**src/rtl/add_sub_predicates_pipelined_pkg.sv**
```systemverilog
// Shared definitions for the pipelined adder/subtractor with compare predicates.
// Holds the default operand width and the operation encoding of the input_sub bit.
package add_sub_predicates_pipelined_pkg;

  localparam int DEFAULT_WORD_WIDTH = 16;

  typedef enum logic {
    OP_ADD = 1'b0,
    OP_SUB = 1'b1
  } op_e;

endpackage

```
**src/rtl/add_sub_predicates_pipelined_carryin.sv**
```systemverilog
// Recovers the carry into every bit position of a ripple add from the operands and the sum.
// The sum bit is a ^ b ^ c_in, so XOR-ing the operands back out leaves the carry vector.
module CarryIn_Binary #(
  parameter int WORD_WIDTH = 16
) (
  input  logic [WORD_WIDTH-1:0] a,
  input  logic [WORD_WIDTH-1:0] b,
  input  logic [WORD_WIDTH-1:0] sum,
  output logic [WORD_WIDTH-1:0] carryin
);

  assign carryin = a ^ b ^ sum;

endmodule

```
**src/rtl/add_sub_predicates_pipelined.sv**
```systemverilog
// Two-stage adder/subtractor with valid/ready flow control.
// Produces the sum, MSB carries, signed overflow and registered A-vs-B compare predicates.
module add_sub_predicates_pipelined
  import add_sub_predicates_pipelined_pkg::*;
#(
  parameter int WORD_WIDTH = DEFAULT_WORD_WIDTH
) (
  input  logic                  clock,
  input  logic                  clear,
  input  logic                  input_valid,
  output logic                  input_ready,
  input  logic [WORD_WIDTH-1:0] input_A,
  input  logic [WORD_WIDTH-1:0] input_B,
  input  logic                  input_sub,
  output logic                  output_valid,
  input  logic                  output_ready,
  output logic [WORD_WIDTH-1:0] output_sum,
  output logic                  output_carry_out,
  output logic                  output_carry_in,
  output logic                  output_overflow,
  output logic                  output_eq,
  output logic                  output_lt_unsigned,
  output logic                  output_lt_signed
);

  localparam logic [WORD_WIDTH-1:0] ZERO = {WORD_WIDTH{1'b0}};
  localparam int MSB = WORD_WIDTH - 1;

  // Stage 1 state
  logic                  valid1;
  logic [WORD_WIDTH-1:0] a1;
  logic [WORD_WIDTH-1:0] b_eff1;
  logic                  sub1;
  logic [WORD_WIDTH-1:0] sum1;
  logic                  carry_out1;

  // Stage 2 state
  logic                  valid2;

  logic                  ready1;
  logic                  load1;
  logic                  load2;

  logic [WORD_WIDTH-1:0] b_eff;
  logic [WORD_WIDTH:0]   raw_sum;

  logic [WORD_WIDTH-1:0] carryin;
  logic                  overflow;
  logic                  is_sub;
  logic                  eq_next;
  logic                  lt_unsigned_next;
  logic                  lt_signed_next;

  // Stage 2 can move on only when the consumer takes its beat, so stage 1 sees
  // free space either when stage 2 is empty or is being drained this cycle.
  assign ready1      = !valid2 || output_ready;
  assign input_ready = !valid1 || ready1;
  assign load1       = input_valid && input_ready;
  assign load2       = valid1 && ready1;

  // Subtraction is A + ~B + 1; the +1 enters as the carry-in of bit 0.
  assign b_eff   = input_B ^ {WORD_WIDTH{input_sub}};
  assign raw_sum = {1'b0, input_A} + {1'b0, b_eff} + {{WORD_WIDTH{1'b0}}, input_sub};

  always_ff @(posedge clock) begin
    if (clear) begin
      valid1     <= 1'b0;
      a1         <= ZERO;
      b_eff1     <= ZERO;
      sub1       <= 1'b0;
      sum1       <= ZERO;
      carry_out1 <= 1'b0;
    end else begin
      if (input_ready) begin
        valid1 <= input_valid;
      end
      if (load1) begin
        a1         <= input_A;
        b_eff1     <= b_eff;
        sub1       <= input_sub;
        sum1       <= raw_sum[WORD_WIDTH-1:0];
        carry_out1 <= raw_sum[WORD_WIDTH];
      end
    end
  end

  CarryIn_Binary #(
    .WORD_WIDTH(WORD_WIDTH)
  ) u_carryin (
    .a       (a1),
    .b       (b_eff1),
    .sum     (sum1),
    .carryin (carryin)
  );

  // For subtraction carry_out is "no borrow", so its inverse is the unsigned A < B.
  assign overflow         = carryin[MSB] ^ carry_out1;
  assign is_sub           = (op_e'(sub1) == OP_SUB);
  assign eq_next          = is_sub && (sum1 == ZERO);
  assign lt_unsigned_next = is_sub && !carry_out1;
  assign lt_signed_next   = is_sub && (sum1[MSB] ^ overflow);

  always_ff @(posedge clock) begin
    if (clear) begin
      valid2             <= 1'b0;
      output_sum         <= ZERO;
      output_carry_out   <= 1'b0;
      output_carry_in    <= 1'b0;
      output_overflow    <= 1'b0;
      output_eq          <= 1'b0;
      output_lt_unsigned <= 1'b0;
      output_lt_signed   <= 1'b0;
    end else begin
      if (ready1) begin
        valid2 <= valid1;
      end
      if (load2) begin
        output_sum         <= sum1;
        output_carry_out   <= carry_out1;
        output_carry_in    <= carryin[MSB];
        output_overflow    <= overflow;
        output_eq          <= eq_next;
        output_lt_unsigned <= lt_unsigned_next;
        output_lt_signed   <= lt_signed_next;
      end
    end
  end

  assign output_valid = valid2;

endmodule

```
**config.mk**
```make
export PLATFORM = sky130hd
export DESIGN_NAME = add_sub_predicates_pipelined
export DESIGN_NICKNAME = d
export VERILOG_FILES = /design/src/rtl/add_sub_predicates_pipelined_pkg.sv /design/src/rtl/add_sub_predicates_pipelined_carryin.sv /design/src/rtl/add_sub_predicates_pipelined.sv
export SDC_FILE = /design/constraint.sdc
export NUM_CORES = 1
export LEC_CHECK = 0
export CAP_MARGIN = 25
export CORE_MARGIN = 2
export CORE_UTILIZATION = 42
export CTS_CLUSTER_DIAMETER = 100
export DETAILED_ROUTE_END_ITERATION = 8
export HOLD_SLACK_MARGIN = 0.15
export PLACE_DENSITY = 0.71
export SETUP_SLACK_MARGIN = 0.02
export SYNTH_ARGS = -nofsm -noshare
export SYNTH_HDL_FRONTEND = slang
export SYNTH_SLANG_ARGS = --single-unit
```
**constraint.sdc**
```tcl
create_clock -name clock -period 3.25 [get_ports clock]
set_input_delay 0.65 -clock clock [delete_from_list [all_inputs] [get_ports clock]]
set_output_delay 0.65 -clock clock [all_outputs]
set_load 0.02 [all_outputs]
```
==> out/metrics.cfg, run 1 <==
[outcome]
status=finished clean

[min_path]
min_from=output_lt_unsigned
hold_end=output_lt_unsigned
hold_depth=2
hp-class=flop to flop

[floorplanning]
start_util_pct=42.9
die_w_um=84.1
die_y_um=84.1
die-area_sq_um=7060
num_rows=29
core_area_sq_um=6280
ios=61

[cts]
htreeDepth=2
post_cts_buffers=0
cts_buffers=5
cts-resized-gates=0
cts_max_path_buffers=2
clock-root-buffer=clkbuf_8
clk_pin_slew_ps=80
clk_latency_ps=300
cts_hold_buf=0
clock-sinks=44
cts_tree=yes

[global_routing]
grt-ovfl-total=0
grt_pass1_wl_um=10800
first_global_vias=2385
antenna_found_initial=0
met1_usage_pct=24.3
grt_max_degree=41
met3_usage_pct=2.57
grt_use_met2_pct=31.1
track_usage_pct=18.4
top_usage_layer=met2

[logic_synthesis]
synthMuxAreaShare_pct=0.511
synth-xor-area-share_pct=8.14
syn_inst=326
synth_area_sq_um=2690
synth_most_common_cell=nand2_1
avgSynthCellArea_sq_um=8.26
yosys-top-cells-count=nand2_1, a21oi_1, dfxtp_1
synth_area_leader_cell=dfxtp_1
synth_edf_count=0
netlist.area_leader.share_pct=32.7
synthSimpleGateAreaFrac_pct=22.7
syn_nets=380
synth_top_family_by_area=compound AO/OA/AOI/OAI gates
synth_fa_ha_area_share_pct=8.18
ys_types=55
synth_compound_area_share_pct=24.1
synthArstFlopShare_pct=0
ys_warn_count=0
ys_ff_latch=44
synth_area_leaders=dfxtp_1, nand2_1, a21oi_1
yosysSeqAreaShare_pct=32.7
synth_flop_cell=dfxtp_1

[cells_and_area]
drive_gt1_share_pct=6.74
nets=439
layout.cells.non_filler=463
largest_registers=output_sum: 16 flops, sum1: 16 flops
area_growth_pct=30.1
n_fill_cell=642
num_antenna_cells=0

[critical_path]
crit_required_ps=3440
critPathMaxStageDelay_ps=500
cp-end-kind=flop
r2r_cells=5
cp-start-kind=primary input
critPathMaxFanout=17
path_cells=clkdlybuf4s50_1 -> buf_12 -> xor2_1 -> ha_1 -> a21o_1 -> and3_1 -> a2111oi_4 -> nand3b_1 -> a31o_1
r2r_slack_ps=1520
crit_type=primary input to flop
r2r_end=sum1[8]
cp_slowest_cell=clkdlybuf4s50_1
worstReg2RegStart=valid1
cp.arrival_ps=3000

[timing]
hold_viol=0
max_freq_ghz=0.356
fin_crit_ps=2810
finalSetupViolations=0
slew_headroom_pct=56.3
clock_skew_ps=9.70
period_share_pct=86.3
worstMarginPinSlew_ps=653
drv_slew=0
rsz0062_at_grt=false
final.setup.tns_ps=0

[route]
routed-via-count=2453
ant_nets=0
drt_iter0_markers=154
routed_wl_um=6110
drc_errors=0
wl_per_cell_um=13.2
viasPerCell=5.30
dr.pass1.iters=4

[placed_design]
port_buffers=60
place_hpwl_um=4680
placed_cells=455
gp_congestion=0.868

[power_and_ir_drop]
p_per_area_nw_per_um2=434
ir_drop_mv=0.282
p_leak_uw=0.00134

[run]
max_cap_violations=0

## cells by family (layout without fill, tap and decap cells)
group | after synthesis | after routing
mux | 1 | 1
xor+xnor | 25 | 25
simple gates | 127 | 127
fa+ha+maj | 17 | 17
compound gates | 89 | 89
flops | 44 | 44
buf+inv | 23 | 83
## layer usage
layer	wire (um)	vias to the layer above	share of wire [%]
li1	-	1276	-
met1	2930	1108	48
met2	2810	60	46
met3	252	9	4.1
met4	116	0	1.9
met5	0	-	0
## power breakdown
part	switching (uW)	internal, uW
sequential	35.7	581
clock	197	232
combinational	253	221
total	486	1030
## stage by stage
stage	utilization (%)	setup WS (ps)	cell area, sq um	hold WS, ps	power (uW)
final	55.8	444	3500	455	1520
after global routing	55.8	271	3500	479	1610
after detailed placement	54.0	128	3390	447	1100
after floorplan	-	575	2690	440	950
after global placement	54.0	186	3390	443	1100
after CTS	55.8	444	3500	459	1530
## how the worst max path moves through the flow
stage               from       end  cells past startpoint
3_5_place_dp   input_sub  sum1[11]                      9
3_3_place_gp   input_sub  sum1[11]                      9
4_1_cts        input_sub  sum1[11]                      9
6_report       input_sub  sum1[11]                      9
2_1_floorplan  input_sub   sum1[9]                      9
5_1_grt        input_sub  sum1[14]                     10
## area by class of cell
cell class              instances  area (sq um)  share of cell area, %
multi-input cells             259          1710                   48.9
well taps                      77          96.3                   2.75
clock inverters                 3          46.3                   1.32
flip-flops and latches         44           881                   25.2
inverters                       8          30.0                  0.857
repair buffers                 67           666                   19.0
clock buffers                   5          68.8                   1.96
## cells in the final DEF, fill, tap and decap left out, types with 3 or more instances in the layout
master           count
a211oi_1             3
a21oi_1             44
and3_1               8
buf_4                6
clkbuf_8             5
clkdlybuf4s50_1     60
dfxtp_1             44
ha_1                16
inv_1                8
nand2_1             63
nand3_1             10
nand3b_1             5
nor2_1              13
nor3_1              10
nor4_1               4
o21a_1               4
o21ai_0              7
o21ai_1              3
o221ai_1             3
xnor2_1              4
xor2_1              21
## critical path: cells and delay by family
family | cells | cell delay (ps)
AOI/OAI and AO/OA | 3 | 850
xor gates and xnor gates | 1 | 150
adders and majority gates | 1 | 300
buffers and inverters | 2 | 670
and+or+nand+nor | 2 | 350
No activity file was read; power rests on OpenSTA's default activity.
==> run 2, diff against run 1 <==
CORE_ASPECT_RATIO = 0.9   (was default)
==> run 2 against run 1 <==
- clock skew down 3.3 ps
- sequential power about the same
- maximum frequency down 0.52%
- global-route usage up 0.099 points
- critical path depth up 1
- die area about the same
- non-clock buffer count down 1
- flip-flop and latch count unchanged
- via count down 0.41%
- critical endpoint is now sum1[14]
==> out/metrics.cfg, run 2 (synthesized netlist as in run 1, its figures left out) <==
[floorplanning]
die-area_sq_um=7070
ios=61
core_area_sq_um=6150
die_w_um=88.4
num_rows=27
start_util_pct=43.8
die_y_um=79.9

[cts]
clk_pin_slew_ps=80
cts_hold_buf=0
htreeDepth=2
clock-root-buffer=clkbuf_8
post_cts_buffers=0
clock-sinks=44
cts_buffers=5
clk_latency_ps=300
cts_tree=yes
cts-resized-gates=0
cts_max_path_buffers=2

[run]
max_cap_violations=0

[critical_path]
r2r_cells=5
crit_type=primary input to flop
cp.arrival_ps=3050
path_cells=clkdlybuf4s50_1 -> buf_12 -> xor2_1 -> inv_1 -> fa_1 -> nor2b_4 -> o311ai_4 -> a211oi_2 -> nor4_1 -> nor3_1
critPathMaxFanout=17
cp_slowest_cell=clkdlybuf4s50_1
crit_family=buffers and inverters
crit_buf_inv=3
cp-start-kind=primary input
cp.depth=10
crit_required_ps=3480
critPathMaxStageDelay_ps=500
cp-end-kind=flop

[global_routing]
grt_pass1_wl_um=10400
grt_max_degree=41
track_usage_pct=18.5
first_global_vias=2259
antenna_found_initial=0
grt-ovfl-total=0

[timing]
whs_ps=454
fin_crit_ps=2820
finalSetupViolations=0
hold_viol=0
max_freq_ghz=0.355
final.setup.tns_ps=0
period_share_pct=86.8
fin_ws_ps=429
clock_skew_ps=6.44
drv_slew=0
slew_headroom_pct=50.3
rsz0062_at_grt=false
worstMarginPinSlew_ps=744

[cells_and_area]
post-route-util_pct=56.6
num_antenna_cells=0
nets=438
area_growth_pct=29.3
largest_registers=output_sum: 16 flops, sum1: 16 flops
final_common_cell=nand2_1
layout.cells.non_filler=472
n_fill_cell=579
layout_common_cells=nand2_1, clkdlybuf4s50_1, a21oi_1, dfxtp_1, xor2_1
drive_gt1_share_pct=6.49

[power_and_ir_drop]
seqPwrFrac_pct=43.0
p_per_area_nw_per_um2=413
intPower_uw=950
p_switching_uw=486
pwr-share-clk_pct=23.9
power_frac_comb_pct=33.1
p_sw_share_pct=33.8
ir_drop_mv=0.202
p_leak_uw=0.00133

[route]
viasPerCell=5.18
routed_wl_um=6320
wl_per_cell_um=13.4
drc_errors=0
routed-via-count=2443
ant_nets=0
drt_iter0_markers=117
dr.pass1.iters=4

[min_path]
hold_depth=2
hp-class=flop to flop

[placed_design]
placed_cells=464
place_hpwl_um=4830
port_buffers=60
gp_congestion=0.889
pre_cts_slack_ps=110

[outcome]
status=finished clean

run 2: cell types whose count changed in the layout (fill, tap and decap cells not counted):
| cell | previous run | this run |
|---|---|---|
| clkinv_2 | 0 | 2 |
| clkinv_4 | 0 | 1 |
| inv_6 | 1 | 0 |
| buf_4 | 6 | 5 |
| bufinv_16 | 1 | 0 |
| clkinvlp_4 | 1 | 0 |
run 2: worst min-delay path, cell delays in order (launching register included):
cell and delay [ps]:
dfxtp_1 310, nand2_1 50, a21oi_1 50
run 2: final timing paths:
path,slack [ps],end,startpoint
setup reg to reg,1540,sum1[8],valid1
hold / removal,450,output_lt_unsigned,output_lt_unsigned
hold reg to reg,450,output_lt_unsigned,output_lt_unsigned
setup / recovery,430,sum1[14],input_sub
run 2: layout make-up:
type / count / area, sq um / share of cell area (%)
clock buffer: 5 / 68.8 / 1.98
clock inverter: 3 / 18.8 / 0.539
inverter: 8 / 30.0 / 0.863
multi-input combinational: 259 / 1710 / 49.3
sequential: 44 / 881 / 25.3
tap: 87 / 109 / 3.13
timing repair buffer: 66 / 658 / 18.9
run 2: routing by layer:
metal	vias up	part of all wire [%]	GRT usage [%]
met1	1086	49	25.0
met2	73	44	30.2
li1	1276	-	-
met3	8	4.9	3.31
met4	0	1.7	5.15
met5	-	0	0
run 2: stage by stage:
step                cell area (sq um)  total power, uW
floorplan                        2690              950
global placement                 3390             1090
detailed placement               3390             1100
CTS                              3480             1450
global route                     3480             1530
finish                           3480             1440
run 2: power by group through the flow:
stage | Clock [uW] | Combinational, uW | Sequential [uW]
after floorplan | 0 | 318 | 632
after detailed placement | 0 | 473 | 630
final | 344 | 475 | 618
after CTS | 353 | 475 | 618
after global placement | 0 | 465 | 629
after global routing | 381 | 521 | 623
